**src/rtl/pingpong_nibble_buffer_pkg.sv**
```systemverilog
// ---------------------------------------------------------------------------
// pingpong_pkg
//   Shared definitions for the two-slot ping-pong nibble buffer.
//   - W_DEF     : default data width (one nibble)
//   - occ_e     : occupancy state of the buffer (EMPTY / ONE / FULL)
// ---------------------------------------------------------------------------
package pingpong_pkg;

    localparam int W_DEF = 4;

    // Occupancy count doubles as the state encoding.
    typedef enum logic [1:0] {
        ST_EMPTY = 2'd0,
        ST_ONE   = 2'd1,
        ST_FULL  = 2'd2
    } occ_e;

endpackage

```
**src/rtl/pingpong_nibble_buffer_if.sv**
```systemverilog
// ---------------------------------------------------------------------------
// pingpong_nibble_buffer_if
//   Producer and consumer handshake bundle for the ping-pong nibble buffer.
//   Signals:
//     in_valid / in_ready / in_data     producer side
//     out_valid / out_ready / out_data  consumer side
//     sel                               mux select (1 = slot A, 0 = slot B)
//   Modports:
//     master : the environment (drives in_*, out_ready)
//     slave  : the buffer (drives in_ready, out_*, sel)
//
//   Handshake rule (both sides): a transfer happens on a rising clk edge
//   where valid and ready are both 1. The consumer may hold valid or ready
//   low for any number of cycles; data is only meaningful while valid is 1.
// ---------------------------------------------------------------------------
interface pingpong_nibble_buffer_if
    import pingpong_pkg::*;
#(
    parameter int W = W_DEF
);
    logic         in_valid;
    logic         in_ready;
    logic [W-1:0] in_data;
    logic         out_valid;
    logic         out_ready;
    logic [W-1:0] out_data;
    logic         sel;

    modport master (
        output in_valid, in_data, out_ready,
        input  in_ready, out_valid, out_data, sel
    );

    modport slave (
        input  in_valid, in_data, out_ready,
        output in_ready, out_valid, out_data, sel
    );

endinterface

```
**src/rtl/pingpong_nibble_buffer_mux.sv**
```systemverilog
// ---------------------------------------------------------------------------
// nibble_sel_mux
//   W-bit 2:1 mux, s=1 selects a, s=0 selects b.
//   Ports: a, b (W) data in; s select; y (W) data out.
// ---------------------------------------------------------------------------
module nibble_sel_mux #(
    parameter int W = 4
) (
    input  logic [W-1:0] a,
    input  logic [W-1:0] b,
    input  logic         s,
    output logic [W-1:0] y
);

    assign y = s ? a : b;

endmodule

```
**src/rtl/pingpong_nibble_buffer.sv**
```systemverilog
// ---------------------------------------------------------------------------
// pingpong_nibble_buffer
//   Two-slot ping-pong buffer in front of the quad 2:1 mux. Nibbles are
//   written alternately into slot A and slot B and read back in arrival
//   order by steering the mux select.
//
//   Ports:
//     clk        rising-edge clock
//     reset      synchronous, active-high reset
//     bus        pingpong_nibble_buffer_if.slave (in_*, out_*, sel)
//     state_dbg  current occupancy state (EMPTY / ONE / FULL)
//
//   Build option:
//     PINGPONG_FULL_THRU_EN  when defined, a FULL buffer also accepts a
//                            push in a cycle where it is being popped; the
//                            slot being read out is rewritten on the same
//                            edge and the buffer stays FULL.
//
//   All outputs derive from registers only; there is no combinational path
//   from in_* to out_*. With the build option, in_ready depends on
//   out_ready.
// ---------------------------------------------------------------------------
module pingpong_nibble_buffer
    import pingpong_pkg::*;
#(
    parameter int W = W_DEF
) (
    input  logic                         clk,
    input  logic                         reset,
    pingpong_nibble_buffer_if.slave      bus,
    output occ_e                         state_dbg
);

    occ_e         state;
    logic         wr_ptr;
    logic         rd_ptr;
    logic [W-1:0] slot_a;
    logic [W-1:0] slot_b;
    logic [W-1:0] mux_y;
    logic         push;
    logic         pop;

`ifdef PINGPONG_FULL_THRU_EN
    assign bus.in_ready = (state != ST_FULL) | bus.out_ready;
`else
    assign bus.in_ready = (state != ST_FULL);
`endif

    assign bus.out_valid = (state != ST_EMPTY);
    assign bus.sel       = ~rd_ptr;

    assign push = bus.in_valid & bus.in_ready;
    assign pop  = bus.out_valid & bus.out_ready;

    nibble_sel_mux #(.W(W)) u_mux (
        .a (slot_a),
        .b (slot_b),
        .s (bus.sel),
        .y (mux_y)
    );

    assign bus.out_data = mux_y;
    assign state_dbg    = state;

    // Occupancy state, pointers and slots. When FULL, wr_ptr equals rd_ptr,
    // so a pass-through push lands in the slot that is being popped.
    always_ff @(posedge clk) begin
        if (reset) begin
            state  <= ST_EMPTY;
            wr_ptr <= 1'b0;
            rd_ptr <= 1'b0;
            slot_a <= '0;
            slot_b <= '0;
        end else begin
            if (push) begin
                if (wr_ptr == 1'b0) begin
                    slot_a <= bus.in_data;
                end else begin
                    slot_b <= bus.in_data;
                end
                wr_ptr <= ~wr_ptr;
            end

            if (pop) begin
                rd_ptr <= ~rd_ptr;
            end

            case (state)
                ST_EMPTY: begin
                    if (push) state <= ST_ONE;
                end
                ST_ONE: begin
                    if (push && !pop)      state <= ST_FULL;
                    else if (pop && !push) state <= ST_EMPTY;
                end
                ST_FULL: begin
                    if (pop && !push) state <= ST_ONE;
                end
                default: state <= ST_EMPTY;
            endcase
        end
    end

endmodule
```
**src/flat_wrapper.sv**
```systemverilog
// flat-port wrapper written by rule: the top's interface ports become plain ports
module pingpong_nibble_buffer_flat import pingpong_pkg::*;
#(
    parameter int W = W_DEF
)
  (clk, reset, state_dbg, bus_in_valid, bus_in_data, bus_out_ready, bus_in_ready, bus_out_valid, bus_out_data, bus_sel);
  pingpong_nibble_buffer_if #(.W(W)) bus_i ();
  input  logic clk;
  input  logic reset;
  output occ_e state_dbg;
  input wire logic [$bits(bus_i.in_valid)-1:0] bus_in_valid;
  input wire logic [$bits(bus_i.in_data)-1:0] bus_in_data;
  input wire logic [$bits(bus_i.out_ready)-1:0] bus_out_ready;
  output wire logic [$bits(bus_i.in_ready)-1:0] bus_in_ready;
  output wire logic [$bits(bus_i.out_valid)-1:0] bus_out_valid;
  output wire logic [$bits(bus_i.out_data)-1:0] bus_out_data;
  output wire logic [$bits(bus_i.sel)-1:0] bus_sel;
  assign bus_i.in_valid = bus_in_valid;
  assign bus_i.in_data = bus_in_data;
  assign bus_i.out_ready = bus_out_ready;
  assign bus_in_ready = bus_i.in_ready;
  assign bus_out_valid = bus_i.out_valid;
  assign bus_out_data = bus_i.out_data;
  assign bus_sel = bus_i.sel;
  pingpong_nibble_buffer #(.W(W)) u_core (.clk(clk), .reset(reset), .bus(bus_i), .state_dbg(state_dbg));
endmodule
```
**config.mk**
```make
export PLATFORM = sky130hd
export DESIGN_NAME = pingpong_nibble_buffer_flat
export DESIGN_NICKNAME = d
export VERILOG_FILES = /design/src/rtl/pingpong_nibble_buffer_pkg.sv /design/src/rtl/pingpong_nibble_buffer_if.sv /design/src/rtl/pingpong_nibble_buffer_mux.sv /design/src/rtl/pingpong_nibble_buffer.sv /design/src/flat_wrapper.sv
export SDC_FILE = /design/constraint.sdc
export NUM_CORES = 1
export LEC_CHECK = 0
export CORE_AREA = 2 2 39 41
export DETAILED_ROUTE_END_ITERATION = 8
export DIE_AREA = 0 0 41 43
export MAX_ROUTING_LAYER = met4
export PLACE_DENSITY = 0.78
export SLEW_MARGIN = 15
export SYNTH_ARGS = -nofsm -noshare
export SYNTH_HDL_FRONTEND = slang
export SYNTH_SLANG_ARGS = --single-unit
```
**constraint.sdc**
```tcl
create_clock -name clk -period 3.4 [get_ports clk]
set_input_delay 0.85 -clock clk [delete_from_list [all_inputs] [get_ports clk]]
set_output_delay 0.85 -clock clk [all_outputs]
set_load 0.1 [all_outputs]
```
==> run summary, run 1 <==
Outcome = complete, no violations
CTS Buffer Depth = 2
DRT iter0 DRCs = 8
Placed inst area = 723 sq um
Die area = 1760 sq um
Slowest stage cell, crit path = dfxtp_1
First-pass GRT wire length = 1990 microns
# port buffers = 16
Slew margin rel. = 66.8%
Routed len/inst = 12.8 microns
Worst path required time = 2550 ps
Setup WS post-layout = 1220 ps
Detailed Place HPWL = 884 microns
Hold Vio Cnt, Final = 0
Unrepaired setup endpoints after global routing = no
Clock H-tree levels = 1
Asr flop ratio synth = 0%
DIE WIDTH = 41 microns
Syn Nets = 70
Max-cap viol count = 0
Final Skew = 2.69 ps
Worst Path Max Fanout = 5
Share of total power in combinational logic = 30.2%
CTS Buf Count = 3
Nets = 89
CP Capture Type = output pin
Drt first pass iters = 4
Overflow after GRT = 0
Worst-path clk slew = 80 ps
CP peak stage delay = 450 ps
Synthesis-stage register bit count = 12
Filler cells = 131
Synth Cell Area = 574 sq um
Top cells by area, synth = dfxtp_1 42%, nand2b_1 11%, mux2i_1 8.7%, o21ai_0 8.7%, mux2_2 7.8%
Largest area contributor in the netlist = dfxtp_1
Max Slew Vio Count = 0
Largest net degree at the start of global routing = 18
CTS resizes = 0
Hold Path Class = flip-flop to flip-flop
# diodes = 0
Clk_lat worst skew = 280 ps
Crit path kind = flip-flop to output pin
Count of cell types in the netlist = 21
GR Util All Layers = 18.0%
Most numerous cell in the Yosys netlist = dfxtp_1
Initial antenna violation count = 0
CTS Hold Bufs = 0
Post-route ant nets = 0
CTS Root Cell = clkbuf_4
Vias = 490
Die Ht = 43 microns
Gp weighted congestion = 0.771
Fin util = 54.9%
CP Cell Sequence = mux2_2, buf_4
WP buf/inv = 1
Period utilisation layout = 64.1%
CP Launch Type = flip-flop
Drt drc = 0
Setup WS pre-CTS = 1240 ps
CTS tree = yes
Core area = 1380 sq um
Switching share of power = 36.5%
Clock sinks = 12
Reg power frac = 39.9%
Yosys warns = 0
Sequential cell area fraction in the yosys report = 41.8%
Area growth from synthesis to layout = 32.2%
Fin area = 759 sq um
Crit path max-delay family = flip-flops
Post-synth EDFFs = 0
Final wirelength = 1230 microns
P_int = 250 uW
Most frequent cells after synthesis = 12 x dfxtp_1, 10 x nand2b_1, 10 x o21ai_0
Postcts setup bufs = 0
Layout cells sized above 1 = 25.0%
Leak Pwr = 0.301 nW
Row Count = 14
Setup TNS = 0 ps
Maximum VDD drop = 0.000214 V
Synthesized area per cell = 9.26 sq um
Setup-failing EPs final = 0
Starting density of the core = 41.5%
Vias in the first global route = 487
Clock power frac = 30.0%
Synth top area share = 41.8%
I/O pins = 17
Slew at the pin closest to its max-slew limit = 496 ps
Top_reg_cell synth = dfxtp_1
Final worst path period need = 2180 ps
Power Density = 518 nW/um^2
Gate Count Post-Synth = 62
Max Fclk = 459 MHz
Sw power = 143 uW
Tot Pwr = 393 uW
Via density per instance = 5.10
Signal arrival time at the worst endpoint = 1330 ps
==> stage by stage <==
step | instances | hold slack [ps]
floorplan | 62 | 446
finish | 96 | 475
global placement | 92 | 457
CTS | 96 | 475
global route | 96 | 503
detailed placement | 92 | 465
==> metal layers <==
| layer | GRT usage, % | vias to the layer above | wire, microns |
|---|---|---|---|
| met1 | 17.7 | 221 | 535 |
| met3 | 4.71 | 7 | 37 |
| met2 | 27.5 | 11 | 594 |
| met4 | 15.3 | 0 | 57 |
| met5 | - | - | 0 |
| li1 | - | 251 | - |
==> worst paths after layout <==
path                                                       start                       endpoint  slack (ps)  depth (start not counted)
worst max-delay path                  u_core.rd_ptr$_SDFFE_PP0P_                bus_out_data[0]        1220                          2
worst min-delay path               u_core.slot_b[1]$_SDFFE_PP0P_  u_core.slot_b[1]$_SDFFE_PP0P_         480                          2
worst max register to register  u_core.state_dbg[0]$_SDFFE_PP0P_  u_core.slot_b[0]$_SDFFE_PP0P_        2010                          4
worst min register to register     u_core.slot_b[1]$_SDFFE_PP0P_  u_core.slot_b[1]$_SDFFE_PP0P_         480                          2
==> power by group through the flow <==
stage	Sequential, mW	Clock (mW)	Combinational, mW
6_report	0.157	0.118	0.119
5_1_grt	0.159	0.127	0.124
4_1_cts	0.157	0.119	0.119
3_5_place_dp	0.160	0	0.119
3_3_place_gp	0.160	0	0.117
2_1_floorplan	0.170	0	0.0801
==> sequential cells by signal (all words and copies together), names as in the netlist <==
signal / flops
u_core.wr_ptr: 1
u_core.state_dbg: 2
u_core.rd_ptr: 1
u_core.slot_a: 4
u_core.slot_b: 4
==> layout make-up <==
type                            instances  area, sq um  area share (%)
Timing Repair Buffer                   16          138            18.1
Tap cell                               16         20.0            2.64
Inverter                                3         11.3            1.48
Clock buffer                            4         36.3            4.78
Sequential cell                        12          240            31.6
Multi-Input combinational cell         45          314            41.4
==> cells in the final DEF, fill, tap and decap left out <==
cell / synthesis / routed
nor2_1: 1 / 1
clkdlybuf4s50_1: 0 / 7
clkbuf_4: 0 / 3
and3_1: 1 / 1
o31ai_1: 1 / 1
mux2_2: 4 / 4
nand3b_1: 1 / 1
or2_2: 1 / 1
clkbuf_8: 0 / 1
and2b_4: 1 / 1
dfxtp_1: 12 / 12
nand2b_1: 10 / 10
inv_2: 1 / 1
nor3b_1: 1 / 1
nor2b_1: 4 / 4
a21oi_1: 2 / 2
mux2i_1: 5 / 5
xnor2_1: 1 / 1
or3_1: 1 / 1
inv_1: 2 / 2
o21ai_0: 10 / 10
buf_4: 0 / 9
a211oi_1: 1 / 1
==> worst min-delay path, delay by kind of cell (launching register included) <==
kind             cells  cell delay, ps
flip-flops           1             320
AND/OR/NAND/NOR      1              60
multiplexers         1              50
==> logic make-up (layout without fill, tap and decap cells) <==
| logic type | Yosys count | after routing | synth area share [%] |
|---|---|---|---|
| xor gates and xnor gates | 1 | 1 | 1.53 |
| DFF | 12 | 12 | 41.8 |
| AOI/OAI and AO/OA | 14 | 14 | 13.1 |
| buffers and inverters | 5 | 23 | 3.48 |
| muxes | 9 | 9 | 16.6 |
| and+or+nand+nor | 21 | 21 | 23.5 |
No activity file was read; power rests on OpenSTA's default activity.
==> run 2: changes to the inputs <==
Settings changed: CORE_AREA 2 2 39 41 to unset, CORE_MARGIN set to 2, CORE_UTILIZATION set to 44, DIE_AREA 0 0 41 43 to unset, PLACE_DENSITY 0.78 to 0.79.
Clock period 3.4 ns to 2.2 ns, I/O delays scaled along.
==> run summary, run 2 (synthesized netlist as in run 1, its figures left out) <==
Max-cap viol count = 0 (unchanged)
CP Capture Type = output pin
DIE WIDTH = 40.1 microns (-2.1%)
GR Util All Layers = 17.6% (-0.46 points)
DRT iter0 DRCs = 6 (-2)
Setup-failing EPs final = 0 (unchanged)
Max Slew Vio Count = 0 (unchanged)
Storage element area = 241 sq um (+0.52%)
Leak Pwr = 0.321 nW (+6.6%)
Clock H-tree levels = 1 (unchanged)
Worst-path clk slew = 70 ps (about the same)
Share of total power in combinational logic = 32.9% (+2.7 points)
R2R Path End = u_core.slot_b[0]$_SDFFE_PP0P_
Die area = 1610 sq um (-8.7%)
Hold Vio Cnt, Final = 0 (unchanged)
Setup TNS = 0 ps (unchanged)
Gp weighted congestion = 0.753 (-2.4%)
Area growth from synthesis to layout = 43.1%
CTS Buffer Depth = 2 (unchanged)
CTS Hold Bufs = 0 (unchanged)
CTS tree = yes
Final Skew = 1.07 ps (-1.62 ps)
CTS Buf Count = 3 (unchanged)
Slew margin rel. = 68.5% (+1.7 points)
Reg2reg start = u_core.state_dbg[0]$_SDFFE_PP0P_
# diodes = 0 (unchanged)
Core area = 1250 sq um (-9.5%)
Signal arrival time at the worst endpoint = 1330 ps (about the same)
Worst Setup EP = bus_out_data[1]
Detailed Place HPWL = 808 microns (-8.6%)
Clock power frac = 27.8% (-2.2 points)
Post-route ant nets = 0 (unchanged)
CP Launch Type = flip-flop
Worst Path Max Fanout = 5 (unchanged)
Layout cells sized above 1 = 26.3% (+1.3 points)
Postcts setup bufs = 0 (unchanged)
Row Count = 13 (-1)
Multi-input logic area = 314 sq um (unchanged)
Drt drc = 0 (unchanged)
P_int = 405 uW (+62%)
Filler cells = 105 (-20%)
Max Fclk = 532 MHz
R2R cell count = 4 (unchanged)
Commonest non-fill, non-tap cells in the layout = 11 x dfxtp_1, 10 x nand2b_1, 10 x o21ai_0
First-pass GRT wire length = 1710 microns (-14%)
Overflow after GRT = 0 (unchanged)
# port buffers = 16 (unchanged)
CP peak stage delay = 460 ps (about the same)
Outcome = complete, no violations
Worst Setup SP = u_core.rd_ptr$_SDFFE_PP0P_
Crit path kind = flip-flop to output pin
Sw power = 215 uW (+50%)
Slew at the pin closest to its max-slew limit = 471 ps (-25.2 ps)
Vias in the first global route = 386 (-21%)
Slowest stage cell, crit path = dfxtp_1
Fin util = 65.6% (+11 points)
Worst path required time = 1650 ps (-900 ps)
Unrepaired setup endpoints after global routing = no
Routed len/inst = 11.7 microns (-8.7%)
CTS Root Cell = clkbuf_4
Reg power frac = 39.3% (-0.6 points)
I/O pins = 17 (unchanged)
Largest net degree at the start of global routing = 18 (unchanged)
Power Density = 755 nW/um^2 (+46%)
Initial antenna violation count = 0 (unchanged)
Starting density of the core = 45.9% (+4.4 points)
Via density per instance = 4.89 (-4.1%)
Commonest non-fill, non-tap cell in the layout = dfxtp_1
Die Ht = 40.1 microns (-6.7%)
CP Cell Sequence = mux2_2, buf_4
Tot Pwr = 620 uW (+58%)
Clock sinks = 12 (unchanged)
Switching share of power = 34.7% (-1.7 points)
Final worst path period need = 1880 ps
Hold Path Class = flip-flop to flip-flop
Drt first pass iters = 4 (unchanged)
Maximum VDD drop = 0.000667 V (+210%)
FF-to-FF setup slack = 890 ps (-1120 ps)
CTS resizes = 0 (unchanged)
Vias = 465 (-5.1%)
Nets = 89 (unchanged)
Period utilisation layout = 85.4%
Clk_lat worst skew = 270 ps (about the same)
Final wirelength = 1110 microns (-9.6%)
[run 2: cell count changes in the layout (fill, tap and decap cells not counted)]
cell,before,now
buf_4,9,4
dfxtp_1,12,11
buf_12,0,5
dfxtp_2,0,1
[run 2: power by group through the flow]
stage	logic (mW)	clock network [mW]	registers, mW
floorplan	0.124	0	0.263
CTS	0.205	0.180	0.244
finish	0.204	0.172	0.244
global route	0.214	0.187	0.246
global placement	0.204	0	0.248
detailed placement	0.205	0	0.249
[run 2: critical path, delay by kind of cell (launching register included)]
kind / cells / cell delay (ps)
buf+inv: 1 / 230
flops: 1 / 460
mux: 1 / 360
[run 2: routing by layer]
| metal | track usage (%) | vias up | wire (microns) |
|---|---|---|---|
| met2 | 21.8 | 11 | 518 |
| met5 | - | - | 0 |
| met1 | 23.4 | 205 | 525 |
| met3 | 10.0 | 0 | 63 |
| met4 | 5.17 | 0 | 0 |
| li1 | - | 249 | - |
[run 2: per-stage QoR]
step,instances,hold slack [ps],setup WS (ps),instance area (sq um)
2_1_floorplan,62,446,51.5,576
3_3_place_gp,91,458,410,786
3_5_place_dp,91,467,393,786
4_1_cts,95,477,298,822
5_1_grt,95,494,254,822
6_report,95,471,322,822
[run 2: layout make-up]
type / instances / share of cell area [%]
clock buffer: 4 / 4.41
inverter: 3 / 1.37
multi-input combinational: 45 / 38.2
sequential: 12 / 29.4
tap: 15 / 2.28
timing repair buffer: 16 / 24.4
[run 2: worst min-delay path by stage]
stage,cells after the start,start,end
floorplan,2,u_core.slot_b[0]$_SDFFE_PP0P_,u_core.slot_b[0]$_SDFFE_PP0P_
global placement,2,u_core.slot_b[0]$_SDFFE_PP0P_,u_core.slot_b[0]$_SDFFE_PP0P_
detailed placement,2,u_core.slot_b[2]$_SDFFE_PP0P_,u_core.slot_b[2]$_SDFFE_PP0P_
CTS,2,u_core.slot_b[2]$_SDFFE_PP0P_,u_core.slot_b[2]$_SDFFE_PP0P_
global route,2,u_core.slot_b[2]$_SDFFE_PP0P_,u_core.slot_b[2]$_SDFFE_PP0P_
finish,2,u_core.slot_b[2]$_SDFFE_PP0P_,u_core.slot_b[2]$_SDFFE_PP0P_
==> run 3: changes to the inputs <==
Settings changed: RECOVER_POWER set to 100.
==> run summary, run 3 (synthesized netlist as in run 1, its figures left out) <==
CTS Buffer Depth = 2 (unchanged)
Setup-failing EPs final = 0 (unchanged)
Post-route ant nets = 0 (unchanged)
Area growth from synthesis to layout = 38.8%
Slew at the pin closest to its max-slew limit = 540 ps (+68.9 ps)
Multi-input logic area = 312 sq um (-0.80%)
Drt drc = 0 (unchanged)
Max Slew Vio Count = 0 (unchanged)
P_int = 392 uW (-3.2%)
CTS tree = yes
Power Density = 760 nW/um^2 (+0.73%)
Unrepaired setup endpoints after global routing = no
GR Util All Layers = 17.6% (unchanged)
Final Skew = 1.20 ps (+0.129 ps)
Placed inst area = 786 sq um (unchanged)
Drt first pass iters = 4 (unchanged)
Signal arrival time at the worst endpoint = 1330 ps (about the same)
Detailed Place HPWL = 808 microns (unchanged)
Postcts setup bufs = 0 (unchanged)
Share of total power in combinational logic = 31.3% (-1.6 points)
Slew margin rel. = 64.1% (-4.3 points)
Max Fclk = 532 MHz (-0.12%)
CP Capture Type = output pin
Sw power = 214 uW (-0.64%)
DRT iter0 DRCs = 4 (-2)
Final worst path period need = 1880 ps (+2.33 ps)
Starting density of the core = 45.9% (unchanged)
# diodes = 0 (unchanged)
Worst path required time = 1650 ps (about the same)
Setup TNS = 0 ps (unchanged)
CTS Buf Count = 3 (unchanged)
Row Count = 13 (unchanged)
Filler cells = 110 (+4.8%)
Tot Pwr = 606 uW (-2.3%)
CP Launch Type = flip-flop
Hold Vio Cnt, Final = 0 (unchanged)
CTS resizes = 0 (unchanged)
Commonest non-fill, non-tap cell in the layout = dfxtp_1
Vias = 457 (-1.7%)
First-pass GRT wire length = 1710 microns (unchanged)
Storage element area = 241 sq um (unchanged)
Worst Path Max Fanout = 5 (unchanged)
Fin area = 797 sq um (-3.0%)
Vias in the first global route = 386 (unchanged)
Die area = 1610 sq um (unchanged)
CTS Root Cell = clkbuf_4
Worst-path clk slew = 70 ps (about the same)
Leak Pwr = 0.320 nW (-0.21%)
Clk_lat worst skew = 270 ps (about the same)
Commonest non-fill, non-tap cells in the layout = 11 x dfxtp_1, 10 x nand2b_1, 10 x o21ai_0
Gp weighted congestion = 0.753 (unchanged)
Reg power frac = 40.3% (+1.0 points)
Initial antenna violation count = 0 (unchanged)
Routed len/inst = 11.6 microns (-0.36%)
Final wirelength = 1100 microns (-0.36%)
DIE WIDTH = 40.1 microns (unchanged)
Switching share of power = 35.3% (+0.60 points)
Crit path kind = flip-flop to output pin
Max-cap viol count = 0 (unchanged)
Hold Path Class = flip-flop to flip-flop
I/O pins = 17 (unchanged)
Largest net degree at the start of global routing = 18 (unchanged)
Via density per instance = 4.81 (-1.7%)
Clock H-tree levels = 1 (unchanged)
CTS Hold Bufs = 0 (unchanged)
Maximum VDD drop = 0.000667 V (about the same)
Overflow after GRT = 0 (unchanged)
Clock sinks = 12 (unchanged)
Nets = 89 (unchanged)
Clock power frac = 28.5% (+0.7 points)
Layout cells sized above 1 = 21.3% (-5.0 points)
# port buffers = 16 (unchanged)
Period utilisation layout = 85.5% (+0.11 points)
Outcome = complete, no violations
Core area = 1250 sq um (unchanged)
Die Ht = 40.1 microns (unchanged)
## run 3: final cells by class
| cell class | instances | share of cell area (%) |
|---|---|---|
| clock buffer | 4 | 4.55 |
| inverter | 3 | 1.41 |
| multi-input combinational | 45 | 39.1 |
| sequential | 12 | 30.3 |
| tap | 15 | 2.35 |
| timing repair buffer | 16 | 22.3 |
## run 3: metal layers
metal  vias up  track usage, %  routed length (microns)
met5         -               -                        0
met4         0            5.17                        0
met3         0            10.0                       63
met2        11            21.8                      518
met1       198            23.4                      521
li1        248               -                        -
## run 3: power groups by stage
stage	Combinational, mW	Clock (mW)	Sequential [mW]
2_1_floorplan	0.124	0	0.263
3_3_place_gp	0.204	0	0.248
3_5_place_dp	0.205	0	0.249
4_1_cts	0.205	0.180	0.244
5_1_grt	0.200	0.187	0.246
6_report	0.189	0.172	0.244
## run 3: final timing paths
path | cells past startpoint | startpoint | end | slack, ps
worst max-delay path | 2 | u_core.rd_ptr$_SDFFE_PP0P_ | bus_out_data[1] | 320
worst min-delay path | 2 | u_core.slot_b[2]$_SDFFE_PP0P_ | u_core.slot_b[2]$_SDFFE_PP0P_ | 470
worst max register to register | 4 | u_core.state_dbg[0]$_SDFFE_PP0P_ | u_core.slot_b[0]$_SDFFE_PP0P_ | 840
worst min register to register | 2 | u_core.slot_b[2]$_SDFFE_PP0P_ | u_core.slot_b[2]$_SDFFE_PP0P_ | 470
## run 3: through the flow
stage | setup slack [ps] | hold WS, ps | cells | util [%]
floorplan | 51.5 | 446 | 62 | -
global placement | 410 | 458 | 91 | 62.7
detailed placement | 393 | 467 | 91 | 62.7
CTS | 298 | 477 | 95 | 65.6
global route | 253 | 494 | 95 | 63.6
finish | 319 | 471 | 95 | 63.6
## run 3: worst max-delay path, cell delays in order, from the launching register on
cell and delay [ps]:
dfxtp_1 470, mux2_2 370, buf_4 230
